$ cat src/rtl/adv_pkg.sv
// Shared adventure-game types: room encodings and one-hot direction constants.
package adv_pkg;

  typedef enum logic [2:0] {
    CC  = 3'd0,
    TT  = 3'd1,
    RR  = 3'd2,
    SSS = 3'd3,
    DD  = 3'd4,
    VV  = 3'd5,
    GG  = 3'd6
  } room_t;

  // Button vector order is {n, s, e, w}
  localparam logic [3:0] DIR_N = 4'b1000;
  localparam logic [3:0] DIR_S = 4'b0100;
  localparam logic [3:0] DIR_E = 4'b0010;
  localparam logic [3:0] DIR_W = 4'b0001;

  function automatic logic onehot4(input logic [3:0] x);
    return (x != 4'b0000) && ((x & (x - 4'b0001)) == 4'b0000);
  endfunction

endpackage

$ cat src/rtl/adv_room_fsm_btn_edge.sv
// Button front end: two-flop synchronizer, previous-value flop, rising-edge press.
module btn_edge #(
  parameter int W = 4
) (
  input  logic         clk,
  input  logic         reset,
  input  logic [W-1:0] btn,
  output logic [W-1:0] press
);

  logic [W-1:0] sync1, sync2, prev;

  // The synchronizer keeps sampling through reset so that prev can track a
  // held button; a button already down when reset drops yields no press.
  always_ff @(posedge clk) begin
    sync1 <= btn;
    sync2 <= sync1;
    prev  <= sync2;
  end

  assign press = reset ? '0 : (sync2 & ~prev);

endmodule

$ cat src/rtl/adv_room_fsm.sv
// Room-navigation FSM: button moves between rooms, Dragon's Den resolves on v.
module adv_room_fsm
  import adv_pkg::*;
#(
  parameter int MOVES_W = 8
) (
  input  logic               clk,
  input  logic               reset,
  input  logic               n,
  input  logic               s,
  input  logic               e,
  input  logic               w,
  input  logic               v,
  output logic               sw,
  output logic [2:0]         room,
  output logic               win,
  output logic               die,
  output logic [MOVES_W-1:0] moves
);

  logic [3:0]         press;
  room_t              state_q, state_d;
  logic               inc;
  logic [MOVES_W-1:0] moves_q;

  btn_edge #(.W(4)) u_btn (
    .clk   (clk),
    .reset (reset),
    .btn   ({n, s, e, w}),
    .press (press)
  );

  always_comb begin
    logic single;
    single  = onehot4(press);
    state_d = state_q;
    inc     = 1'b0;
    case (state_q)
      CC: begin
        if (single && press == DIR_E) state_d = TT;
      end
      TT: begin
        if (single && press == DIR_W)      state_d = CC;
        else if (single && press == DIR_S) state_d = RR;
      end
      RR: begin
        if (single && press == DIR_N)      state_d = TT;
        else if (single && press == DIR_W) state_d = SSS;
        else if (single && press == DIR_E) state_d = DD;
      end
      SSS: begin
        if (single && press == DIR_E) state_d = RR;
      end
      DD:      state_d = v ? VV : GG;
      VV, GG:  state_d = state_q;
      default: state_d = CC;
    endcase
    // Recovery from the illegal code is not a player move
    if (state_q != VV && state_q != GG && state_q inside {CC, TT, RR, SSS, DD})
      inc = (state_d != state_q);
  end

  always_ff @(posedge clk) begin
    if (reset) begin
      state_q <= CC;
      moves_q <= '0;
    end else begin
      state_q <= state_d;
      if (inc && moves_q != '1) moves_q <= moves_q + 1'b1;
    end
  end

  assign room  = state_q;
  assign sw    = (state_q == SSS);
  assign win   = (state_q == VV);
  assign die   = (state_q == GG);
  assign moves = moves_q;

endmodule
$ cat config.mk
export PLATFORM = sky130hd
export DESIGN_NAME = adv_room_fsm
export DESIGN_NICKNAME = d
export VERILOG_FILES = /design/src/rtl/adv_pkg.sv /design/src/rtl/adv_room_fsm_btn_edge.sv /design/src/rtl/adv_room_fsm.sv
export SDC_FILE = /design/constraint.sdc
export NUM_CORES = 1
export LEC_CHECK = 0
export CAP_MARGIN = 20
export CORE_MARGIN = 1.5
export CORE_UTILIZATION = 53
export DETAILED_ROUTE_END_ITERATION = 12
export GPL_TIMING_DRIVEN = 0
export PLACE_DENSITY = 0.82
export SKIP_LAST_GASP = 1
export SYNTH_ARGS = -nofsm -noshare
export SYNTH_HDL_FRONTEND = slang
export SYNTH_SLANG_ARGS = --single-unit
$ cat constraint.sdc
create_clock -name clk -period 5.1 [get_ports clk]
set_input_delay 1.02 -clock clk [delete_from_list [all_inputs] [get_ports clk]]
set_output_delay 1.02 -clock clk [all_outputs]
set_load 0.02 [all_outputs]
==> flow_summary.ini, run 1 <==
[finish]
mostFrequentLayoutCells = dfxtp_1, clkdlybuf4s50_1, a21oi_1
layout_commonest_cell = dfxtp_1
fin_nets = 143
area_growth_pct = 24.7
instances_no_fill = 159
fillers = 149
diodes = 0
drive_gt1_frac = 0.142
design_area_um2 = 1320

[timing]
skew_ns = 0.00261
rsz0062_at_grt = false
finalCritPeriodShare = 0.627
maxSlewHeadroom = 0.747
fmax_mhz = 313
period_needed_ns = 3.20
drv_slew = 0
tightest_slew_ns = 0.379
hold_violations = 0
finalSetupViolations = 0
fin_setup_tns_ns = 0

[yosys]
avgSynthCellArea_um2 = 9.62
synth_nets = 118
yosys_warnings = 0
netlist-cell-type-count = 39
synth_flop_cell = dfxtp_1
synthCells = 110
synth_edf_count = 0
synth_area_leader_cell = dfxtp_1
ys_top_cells_by_area = dfxtp_1, a21oi_1, o31ai_1
netlist_area_um2 = 1060
ys_seq_area_frac = 0.435
yosysTopAreaCellShare = 0.435
async_reset_ff_frac = 0
ys_ff_latch = 23

[placement]
io_buffers = 20
dp_hpwl_mm = 1.49
gp_congestion = 0.898
placed_area_um2 = 1290
placed_cells = 155

[global_route]
grt_overflow_total = 0
grt_pass1_vias = 748
grt_pass1_wl_mm = 3.21
grt_antenna_before_repair = 0
track_usage = 0.197
grt_start_max_net_pins = 15

[route]
vias_per_cell = 5.55
num_vias = 883
drtAntennaViolNets = 0
drt_iter0_markers = 23
wl_mm = 1.96
avgRoutedWirePerCell_um = 12.3
drtPass1Iterations = 4
drc = 0

[clocking]
post-cts-setup-buffers = 0
cts_tree = built
ctsLongestPathBuffers = 2
clkLatencyLatePin_ns = 0.30
path_clk_slew_ns = 0.12
cts_buffers = 3
htree_levels = 1
cts_hold_buf = 0
cts_resized = 0
cts_sinks = 23
clockRootBuffer = clkbuf_4

[critical_path]
worst-endpoint-required_ns = 5.30
crit_path_end_kind = register
start_kind = input pin
crit_arrival_ns = 3.40
worst-path-max-fanout = 10
critical_path_class = in -> reg

[die]
die_area_um2 = 2270
start_util = 0.587
io_pins = 21
core_area_um2 = 1800
die_h_um = 47.7
die_x_um = 47.7
rows = 15

[power_and_ir_drop]
ir_drop_mv = 0.181
power_leakage_nw = 0.454
power_density_nw_per_um2 = 231

[flow_run]
drv_cap = 0

[status]
status = complete, no violations

[worst_hold_path]
hold_path.class = reg -> reg
area by class of cell:
| cell class | instances | area [µm²] | area share |
|---|---|---|---|
| multi-input combinational | 76 | 513 | 0.389 |
| clock inverter | 1 | 7.51 | 0.00569 |
| sequential | 23 | 460 | 0.349 |
| timing repair buffer | 20 | 200 | 0.152 |
| buffer | 6 | 66.3 | 0.0502 |
| tap | 25 | 31.3 | 0.0237 |
| clock buffer | 3 | 22.5 | 0.0171 |
| inverter | 5 | 18.8 | 0.0142 |
metal layers:
metal | vias up | GRT usage | part of all wire
li1 | 449 | - | -
met4 | 0 | 0.0757 | 0.0051
met2 | 26 | 0.307 | 0.47
met3 | 2 | 0.0453 | 0.049
met1 | 406 | 0.266 | 0.48
met5 | - | 0 | 0
power breakdown:
group	switching [mW]	leakage (nW)	internal, mW	total [mW]
logic	0.0165	0.250	0.0175	0.0341
registers	0.00348	0.190	0.186	0.189
clock network	0.0518	0.0139	0.0298	0.0816
total	0.0718	0.454	0.233	0.305
stage by stage:
stage	worst slack [ns]	power [mW]	util	hold WS [ns]
5_1_grt	1.78	0.321	0.733	0.345
4_1_cts	1.92	0.310	0.733	0.344
6_report	1.90	0.305	0.733	0.342
2_1_floorplan	2.28	0.215	-	0.310
3_5_place_dp	1.60	0.227	0.716	0.313
3_3_place_gp	1.61	0.226	0.716	0.311
Yosys cell counts (2+ instances only):
library cell	count
dfxtp_1	23
a21oi_1	11
nor2_1	9
o31ai_1	6
or4_1	6
inv_1	5
nand3_1	5
nand2_1	4
o21ai_0	4
nand4_1	3
a31oi_1	2
clkbuf_8	2
nand2b_1	2
nor3_1	2
xnor2_1	2
cells by family (layout without fill, tap and decap cells):
logic type               Yosys count  count (layout)  share of synthesized area
AND/OR/NAND/NOR                   41              41                      0.248
AO/OA/AOI/OAI                     29              29                      0.176
flip-flops                        23              23                      0.435
buffers and inverters             11              35                     0.0804
XOR/XNOR                           3               3                     0.0248
multiplexers                       2               2                     0.0236
adder cells (fa/ha/maj)            1               1                     0.0118
state kept, by name, summed over array words and instances, names as in the netlist:
register,flops
room,3
u_btn.sync1,4
u_btn.prev,4
u_btn.sync2,4
moves,8
worst paths after layout:
| check | from | endpoint | slack [ns] | cells after the start |
|---|---|---|---|---|
| setup / recovery | reset | moves[5] | 1.90 | 8 |
| hold / removal | u_btn.sync1[2] | u_btn.sync2[2] | 0.34 | 0 |
| setup reg to reg | u_btn.sync2[3] | moves[5] | 2.74 | 8 |
| hold reg to reg | u_btn.sync1[2] | u_btn.sync2[2] | 0.34 | 0 |
critical path, cell delays in order:
cell             delay (ns)
clkdlybuf4s50_1        0.51
or3_4                  0.44
o31a_1                 0.32
mux2i_2                0.21
a21oi_2                0.14
buf_6                  0.16
nor4_4                 0.26
mux2_1                 0.34
Note: power is estimated with default switching activity, not from simulation.
==> inputs of run 2 (changes only) <==
CORE_UTILIZATION = 45   (was 53)
PLACE_DENSITY = 0.74   (was 0.82)
clock period = 2.7 ns   (was 5.1 ns; I/O delays follow)
==> flow_summary.ini, run 2 (same netlist as run 1, synthesis figures left out) <==
[global_route]
grt_antenna_before_repair = 0
track_usage = 0.176
grt_pass1_wl_mm = 3.53
grt_pass1_vias = 824
grt_start_max_net_pins = 15
grt_overflow_total = 0

[finish]
post-route-util = 0.598
seqCellArea_um2 = 460
fin_nets = 143
drive_gt1_frac = 0.142
mostFrequentLayoutCells = dfxtp_1, clkdlybuf4s50_1, a21oi_1
area_growth_pct = 24.9
layout_commonest_cell = dfxtp_1
largest_reg_flops = 8
fillers = 207
multiInputGateArea_um2 = 513
diodes = 0

[placement]
dp_hpwl_mm = 1.53
gp_congestion = 0.848
pre_cts_ws_ns = -0.353
io_buffers = 20

[flow_run]
drv_cap = 0

[critical_path]
critical_path.max_stage_delay_ns = 0.41
crit_path_end_kind = register
slowest_stage = or3_4
worst-endpoint-required_ns = 2.90
crit_arrival_ns = 2.71
startpoint = reset
path_cells = dlygate4sd2_1, or3_4, o31a_1, mux2i_2, a21oi_2, buf_6, nor4_4, mux2_1
timing.rr.end = moves[5]
worstReg2RegStart = u_btn.sync2[3]
start_kind = input pin
worst-path-max-fanout = 10
critical_path_class = in -> reg
r2r_slack_ns = 0.31
r2r_cells = 8

[clocking]
cts_sinks = 23
post-cts-setup-buffers = 0
cts_hold_buf = 0
path_clk_slew_ns = 0.13
cts_tree = built
clkLatencyLatePin_ns = 0.30
ctsLongestPathBuffers = 2
cts_buffers = 3
clockRootBuffer = clkbuf_4
htree_levels = 1

[timing]
skew_ns = 0.00304
tightest_slew_ns = 0.415
period_needed_ns = 2.51
rsz0062_at_grt = false
fmax_mhz = 399
finalSetupViolations = 0
hold_ws_ns = 0.345
hold_violations = 0
finalWorstSetupSlack_ns = 0.193
drv_slew = 0
maxSlewHeadroom = 0.723
finalCritPeriodShare = 0.928

[route]
wl_mm = 2.08
num_vias = 900
drc = 0
drt_iter0_markers = 20
drtAntennaViolNets = 0
avgRoutedWirePerCell_um = 12.8
vias_per_cell = 5.56
drtPass1Iterations = 4

[die]
io_pins = 21
start_util = 0.479
die_x_um = 51.5
die_h_um = 51.5
core_area_um2 = 2210
die_area_um2 = 2650
rows = 17

[worst_hold_path]
hold_path.class = reg -> reg
min_from = u_btn.sync1[3]
whs_endpoint = u_btn.sync2[3]
holdPathStages = 0

[power_and_ir_drop]
power_density_nw_per_um2 = 441
ir_drop_mv = 0.322
power_leakage_nw = 0.456

[status]
status = complete, no violations
[run 2: timing repair]
action                                  CTS  global route
endpoints found under the setup margin    1             0
endpoints found under the hold margin     0             0
resized for setup                         1             0
[run 2: worst max-delay path by stage]
stage,slack [ns],cells after the start,end
3_3_place_gp,-0.32,8,moves[5]
6_report,0.19,8,moves[5]
4_1_cts,0.22,4,sw
5_1_grt,0.08,4,sw
2_1_floorplan,0.36,7,moves[5]
3_5_place_dp,-0.35,8,moves[5]
[run 2: layer usage]
metal  track usage  up-vias  routed length, µm
met1         0.222      413                988
met2         0.286       30                964
met3        0.0374        6                 90
li1              -      451                  -
met4        0.0833        0                 38
met5             0        -                  0
[run 2: layout make-up]
type | instances | area share
Multi-Input combinational cell | 76 | 0.388
Sequential cell | 23 | 0.348
Timing Repair Buffer | 20 | 0.150
Buffer | 6 | 0.0501
Tap cell | 28 | 0.0265
Clock buffer | 3 | 0.0170
Inverter | 5 | 0.0142
Clock inverter | 1 | 0.00568
[run 2: where the power goes]
part           switching [mW]  total (mW)  leakage [nW]  internal [mW]
logic                  0.0313      0.0638         0.252         0.0325
clock network           0.105       0.161        0.0139         0.0563
registers             0.00715       0.359         0.190          0.351
[run 2: critical path, delay by kind of cell]
kind / cells / cell delay [ns]
AND/OR/NAND/NOR: 2 / 0.69
multiplexers: 2 / 0.57
buffers and inverters: 2 / 0.46
AO/OA/AOI/OAI: 2 / 0.46
[run 2: metrics by stage]
stage | cell area, µm² | TNS (ns) | power (mW) | instances
3_3_place_gp | 1290 | -1.30 | 0.428 | 158
3_5_place_dp | 1290 | -1.47 | 0.430 | 158
4_1_cts | 1320 | 0 | 0.589 | 162
6_report | 1320 | 0 | 0.583 | 162
2_1_floorplan | 1060 | 0 | 0.407 | 110
5_1_grt | 1320 | 0 | 0.612 | 162
==> inputs of run 3 (changes only) <==
CORE_MARGIN = not set   (was 1.5)
==> flow_summary.ini, run 3 (same netlist as run 1, synthesis figures left out) <==
[finish]
fin_nets = 143
instances_no_fill = 162
area_growth_pct = 24.9
drive_gt1_frac = 0.142
post-route-util = 0.598
layout_commonest_cell = dfxtp_1
design_area_um2 = 1320
largest_reg_flops = 8
mostFrequentLayoutCells = dfxtp_1, clkdlybuf4s50_1, a21oi_1
diodes = 0
fillers = 220

[global_route]
grt_overflow_total = 0
grt_start_max_net_pins = 15
grt_antenna_before_repair = 0
grt_pass1_vias = 816
track_usage = 0.188
grt_pass1_wl_mm = 3.56

[timing]
finalCritPeriodShare = 0.929
hold_violations = 0
finalSetupViolations = 0
tightest_slew_ns = 0.393
drv_slew = 0
maxSlewHeadroom = 0.737
fmax_mhz = 399
hold_ws_ns = 0.348
rsz0062_at_grt = false
skew_ns = 0.00342
period_needed_ns = 2.51

[die]
start_util = 0.479
core_area_um2 = 2210
die_area_um2 = 2550
die_h_um = 50.5
io_pins = 21
rows = 17
die_x_um = 50.5

[clocking]
cts_tree = built
path_clk_slew_ns = 0.13
ctsLongestPathBuffers = 2
clockRootBuffer = clkbuf_4
cts_buffers = 3
post-cts-setup-buffers = 0
cts_resized = 1
clkLatencyLatePin_ns = 0.30
cts_hold_buf = 0
cts_sinks = 23
htree_levels = 1

[placement]
placed_cells = 158
placed_area_um2 = 1290
dp_hpwl_mm = 1.57
io_buffers = 20
gp_congestion = 0.880

[route]
drtPass1Iterations = 4
num_vias = 908
drtAntennaViolNets = 0
drc = 0
avgRoutedWirePerCell_um = 13.2
vias_per_cell = 5.60
wl_mm = 2.14
drt_iter0_markers = 5

[critical_path]
crit_path_end_kind = register
worst-endpoint-required_ns = 2.90
crit_arrival_ns = 2.71
worstReg2RegStart = u_btn.sync2[3]
start_kind = input pin
critical_path_class = in -> reg
worst-path-max-fanout = 10
r2r_slack_ns = 0.33
startpoint = reset
timing.rr.end = moves[5]
r2r_cells = 8

[power_and_ir_drop]
power_density_nw_per_um2 = 440
power_leakage_nw = 0.456
ir_drop_mv = 0.337
fin_total_pwr_mw = 0.582

[worst_hold_path]
hold_path.class = reg -> reg
holdPathStages = 0
whs_endpoint = u_btn.sync2[1]
min_from = u_btn.sync1[1]

[status]
status = complete, no violations

[flow_run]
drv_cap = 0
==> run 3: cell counts in the layout (fill, tap and decap cells not counted) <==
Identical to the previous run, type by type.
==> run 3: metrics by stage <==
step,TNS [ns],worst slack (ns)
3_5_place_dp,-1.67,-0.378
4_1_cts,0,0.201
5_1_grt,0,0.0898
2_1_floorplan,0,0.363
6_report,0,0.191
3_3_place_gp,-1.32,-0.318
==> run 3: metal layers <==
layer | up-vias | routed length (µm) | global-route usage | part of all wire
met5 | - | 0 | 0 | 0
met4 | 0 | 53 | 0.0972 | 0.025
met1 | 422 | 1000 | 0.234 | 0.47
met2 | 26 | 999 | 0.300 | 0.47
li1 | 454 | - | - | -
met3 | 6 | 86 | 0.0424 | 0.040
==> run 3: worst max path at each step <==
stage / to / cells past startpoint
6_report: moves[5] / 8
5_1_grt: sw / 4
4_1_cts: moves[5] / 8
3_5_place_dp: moves[5] / 8
3_3_place_gp: moves[5] / 8
2_1_floorplan: moves[5] / 7
==> run 3: area by class of cell <==
cell class	count	area, µm²	area share
multi-input cells	76	513	0.388
flip-flops and latches	23	460	0.348
repair buffers	20	199	0.150
plain buffers	6	66.3	0.0501
well taps	28	35.0	0.0265
clock buffers	3	22.5	0.0170
inverters	5	18.8	0.0142
clock inverters	1	7.51	0.00568
==> run 3: critical path, stage by stage <==
cell and delay (ns):
dlygate4sd2_1 0.31, or3_4 0.42, o31a_1 0.31, mux2i_2 0.20, a21oi_2 0.14, buf_6 0.16
nor4_4 0.26, mux2_1 0.36
==> run 3: where the power goes <==
part | leakage, nW | switching, mW | internal [mW]
registers | 0.190 | 0.00662 | 0.351
logic | 0.252 | 0.0315 | 0.0326
clock network | 0.0139 | 0.103 | 0.0563
